$ cat src/rtl/updown_mod_counter.sv
// Up/down modulo counter (0..MAX_VAL) with parallel load, wrap or saturate boundaries and tc.
// Define UPDOWN_MOD_COUNTER_GRAY_EN to add a registered Gray-code copy of the count.
module updown_mod_counter #(
    parameter int unsigned WIDTH   = 4,
    parameter int unsigned MAX_VAL = 15
) (
    input  logic             clock,
    input  logic             reset,
    input  logic             en,
    input  logic             Y,
    input  logic             load,
    input  logic [WIDTH-1:0] load_val,
    input  logic             sat,
    output logic [WIDTH-1:0] count,
    output logic             tc,
`ifdef UPDOWN_MOD_COUNTER_GRAY_EN
    output logic [WIDTH-1:0] gray,
`endif
    output logic             wrap
);

    if (WIDTH < 2 || WIDTH > 32) begin : g_bad_width
        $error("updown_mod_counter: WIDTH must be in 2..32");
    end
    if (64'(MAX_VAL) > ((64'(1) << WIDTH) - 64'(1))) begin : g_bad_max
        $error("updown_mod_counter: MAX_VAL does not fit in WIDTH bits");
    end

    localparam logic [WIDTH-1:0] MaxCount = MAX_VAL[WIDTH-1:0];
    localparam logic [WIDTH-1:0] One      = {{(WIDTH-1){1'b0}}, 1'b1};

    logic [WIDTH-1:0] count_q, count_d;
    logic             wrap_q, wrap_d;
    logic             at_max, at_zero;

    assign at_max  = (count_q == MaxCount);
    assign at_zero = (count_q == '0);

    // Load is clamped so the count can never leave 0..MAX_VAL.
    always_comb begin
        count_d = count_q;
        wrap_d  = 1'b0;
        if (load) begin
            count_d = (load_val > MaxCount) ? MaxCount : load_val;
        end else if (en) begin
            if (!Y) begin
                if (!at_max) begin
                    count_d = count_q + One;
                end else if (!sat) begin
                    count_d = '0;
                    wrap_d  = 1'b1;
                end
            end else begin
                if (!at_zero) begin
                    count_d = count_q - One;
                end else if (!sat) begin
                    count_d = MaxCount;
                    wrap_d  = 1'b1;
                end
            end
        end
    end

    always_ff @(posedge clock or posedge reset) begin
        if (reset) begin
            count_q <= '0;
            wrap_q  <= 1'b0;
        end else begin
            count_q <= count_d;
            wrap_q  <= wrap_d;
        end
    end

`ifdef UPDOWN_MOD_COUNTER_GRAY_EN
    logic [WIDTH-1:0] gray_q;

    // Encoded from the next count so gray stays cycle-aligned with count.
    always_ff @(posedge clock or posedge reset) begin
        if (reset) begin
            gray_q <= '0;
        end else begin
            gray_q <= count_d ^ (count_d >> 1);
        end
    end

    assign gray = gray_q;
`endif

    assign count = count_q;
    assign wrap  = wrap_q;
    assign tc    = (!Y && at_max) || (Y && at_zero);

endmodule

$ cat config.mk
export PLATFORM = sky130hd
export DESIGN_NAME = updown_mod_counter
export DESIGN_NICKNAME = d
export VERILOG_FILES = /design/src/rtl/updown_mod_counter.sv
export SDC_FILE = /design/constraint.sdc
export NUM_CORES = 1
export LEC_CHECK = 0
export ABC_CLOCK_PERIOD_IN_PS = 1560
export CAP_MARGIN = 20
export CORE_AREA = 2 2 39 41
export DETAILED_ROUTE_END_ITERATION = 8
export DIE_AREA = 0 0 41 43
export REMOVE_ABC_BUFFERS = 1
export SLEW_MARGIN = 20
export SYNTH_ARGS = -nofsm -noshare
export SYNTH_HDL_FRONTEND = slang
export SYNTH_SLANG_ARGS = --single-unit
$ cat constraint.sdc
create_clock -name clock -period 1.56 [get_ports clock]
set_input_delay 0.156 -clock clock [delete_from_list [all_inputs] [get_ports clock]]
set_output_delay 0.156 -clock clock [all_outputs]
set_load 0.01 [all_outputs]
==> summary.txt <==
Synthesis
  – Post-Syn Area: 408 µm²
  – Ys Warns: 0
  – Seq/Total Area, Yosys: 30.7%
  – Compound-Gate Fraction of Synth Area: 29.1%
  – #FFs+latches synth: 5
  – Synthesized area per cell: 8.68 µm²
  – Yosys cell types: 23
  – Xor-xnor portion of the synthesized cell area: 4.29%
  – Simple-gate share of the synthesized area: 18.4%
  – Mapped Cells: 47
  – Fraction of synthesized area in multiplexers: 4.91%
  – Post-Synth Adder-Cell Area: 6.13%
  – Largest family of logic cells by synthesized area: compound AO/OA/AOI/OAI gates

Clocking
  – H-tree level count: 1
  – # hold bufs at CTS: 0
  – CTS Buf Count: 3
  – CTS root buf: clkbuf_4
  – CTS max path bufs: 2
  – Clk Latency, worst-skew pair: 0.24 ns
  – Worst-path clk slew: 0.04 ns
  – Num Clock Sinks: 5
  – CTS tree: yes

Placement
  – IO Port Bufs: 15
  – Pre-CTS worst setup slack: -0.184 ns
  – Post-DP HPWL: 762 µm
  – GP Congestion: 0.723

Floorplan
  – Initial Util: 29.5%
  – Die Y: 43 µm
  – Die X: 41 µm
  – I/O pins: 16
  – Core region area: 1380 µm²
  – FP Rows: 14
  – Die area: 1760 µm²

Timing
  – # setup viols final: 1
  – Fin. Hold Viols: 0
  – Worst rel slew slack: 77.9%
  – Final period util: 101%
  – Setup TNS: -0.0233 ns
  – F_max: 632 MHz
  – Least-Margin Pin Slew: 0.327 ns
  – RSZ-0062 raised after global routing: true
  – Final Slew Violations: 0
  – Final worst setup slack: -0.0233 ns
  – Period minus WS final: 1.58 ns
  – Final Skew: 0.000954 ns

Final layout
  – Post-layout nets: 88
  – # fillers: 141
  – Area of the multi-input gates: 292 µm²
  – Layout cells sized above 1: 30.7%
  – Area growth syn-to-layout: 73.9%
  – Ant. Diodes: 0
  – Reg area: 125 µm²

Critical path
  – Crit path kind: flip-flop to flip-flop
  – CP required: 1.67 ns
  – Flop-to-flop setup slack: -0.02 ns
  – CP Max Fanout: 4
  – Type of origin of the critical path: flip-flop
  – Setup crit end kind: flip-flop
  – Worst R2R Path Depth: 7
  – CP arrival: 1.69 ns

Power and ir drop
  – Switching share of total power: 31.8%
  – P_leak: 0.320 nW
  – Seq pwr share: 28.3%
  – Worst vdd ir: 0.000417 V
  – Clock power frac: 25.1%
  – Combinational power share: 46.7%
  – Pwr per Cell Area: 817 nW/µm²
  – P_sw: 184 µW
  – Pint: 395 µW

Hold path
  – Worst min-delay path category: input pin to async pin

Routing
  – Drt wl/cell: 10.6 µm
  – Via Count: 429
  – TritonRoute pass-1 iters: 4
  – Post-Route WL: 965 µm
  – DR iter-0 viols: 2
  – Vias per cell: 4.71
  – Antenna Nets Post-Route: 0
  – DRC Markers: 0

Flow run
  – Max Cap Viol: 0

Global routing
  – Tot GR Track Use: 12.5%
  – Largest net degree at the start of global routing: 10
  – Antenna violations before repair: 0
  – Remaining Overflow, GRT: 0
  – Vias in the first global route: 397
  – First-pass GRT wire length: 1470 µm

Outcome
  – Status: finished, violations left
  – Violated checks: negative setup slack
-- cells in the final DEF, fill, tap and decap left out, drive strengths merged, types with 2 or more instances in the layout --
master and count:
o21ai 5, ha 2, a21oi 5, inv 6, nand3b 2, mux2i 2
nor4b 2, nand2 6, buf 10, clkdlybuf4s50 14, clkbuf 5, dfrtp 5
-- power by group through the flow --
stage	combinational (mW)	clock, mW	sequential, mW
after detailed placement	0.242	0	0.163
after floorplan	0.106	0	0.176
after CTS	0.264	0.153	0.163
after global placement	0.243	0	0.162
final	0.270	0.145	0.164
after global routing	0.294	0.162	0.167
-- state kept, by name, summed over array words and instances (netlist names) --
name and cells:
count 4, wrap 1
-- worst max-delay path: stages (launching register included) --
cell and delay (ns):
dfrtp_1 0.41, ha_2 0.21, nand3b_4 0.09, o22ai_4 0.07
buf_6 0.12, a221o_1 0.30, xnor2_1 0.17, o21ai_1 0.08
-- what timing repair did --
item                       4_1_cts  5_1_grt
setup endpoints to repair        5        5
resized for setup                8        5
buffers inserted                 1        0
pin swaps                        1        1
-- stage by stage --
step / util [%] / hold slack (ns) / power [mW] / area, µm² / instances
floorplan: - / -0.0655 / 0.281 / 404 / 46
global placement: 46.4 / 0.365 / 0.405 / 642 / 86
detailed placement: 46.4 / 0.367 / 0.405 / 642 / 86
CTS: 50.9 / 0.121 / 0.580 / 704 / 91
global route: 51.3 / 0.148 / 0.623 / 709 / 91
finish: 51.3 / 0.118 / 0.579 / 709 / 91
-- final cells by class --
| class | count | share of cell area, % |
|---|---|---|
| Clock buffer | 4 | 3.70 |
| Inverter | 6 | 3.17 |
| Multi-Input combinational cell | 35 | 41.1 |
| Sequential cell | 5 | 17.6 |
| Tap cell | 16 | 2.82 |
| Timing Repair Buffer | 25 | 31.6 |
-- per-layer routing --
metal  global-route usage, %  up-vias  part of all wire (%)
met5                       0        -                     0
met2                    19.4        9                    51
met1                    14.4      198                    44
li1                        -      220                     -
met4                    10.0        0                  0.83
met3                    1.57        2                   4.4
-- worst paths after layout --
kind                                      startpoint                   end
worst min-delay path                           reset  count[3]$_DFFE_PP0P_
max in group asynchronous                      reset  count[2]$_DFFE_PP0P_
worst min register to register  count[1]$_DFFE_PP0P_  count[1]$_DFFE_PP0P_
min in group clock                       load_val[0]  count[0]$_DFFE_PP0P_
worst max register to register  count[1]$_DFFE_PP0P_  count[2]$_DFFE_PP0P_
worst max-delay path            count[1]$_DFFE_PP0P_  count[2]$_DFFE_PP0P_
-- cells by family (layout without fill, tap and decap cells) --
group / count (synthesis) / after routing
AO/OA/AOI/OAI: 16 / 16
AND/OR/NAND/NOR: 13 / 13
buffers and inverters: 7 / 35
flip-flops: 5 / 5
adder cells (fa/ha/maj): 2 / 2
XOR/XNOR: 2 / 2
multiplexers: 2 / 2
-- cells in the mapped netlist --
library cell	number	area share, %
inv_1	6	5.5
nand2_1	6	5.5
a21oi_1	5	6.1
dfrtp_1	5	31
o21ai_1	3	3.7
ha_1	2	6.1
mux2i_1	2	4.9
nor4b_1	2	4.3
o21ai_0	2	2.5
a21o_4	1	3.7
a221o_1	1	2.5
buf_1	1	0.92
nand3b_1	1	1.8
nand3b_2	1	2.8
nor2_1	1	0.92
nor2b_1	1	1.5
o21a_1	1	1.8
o21bai_1	1	1.8
o22ai_4	1	4.9
o311ai_0	1	2.1
or2_1	1	1.5
xnor2_1	1	2.1
xor2_1	1	2.1
(Power assumes the default switching activity.)
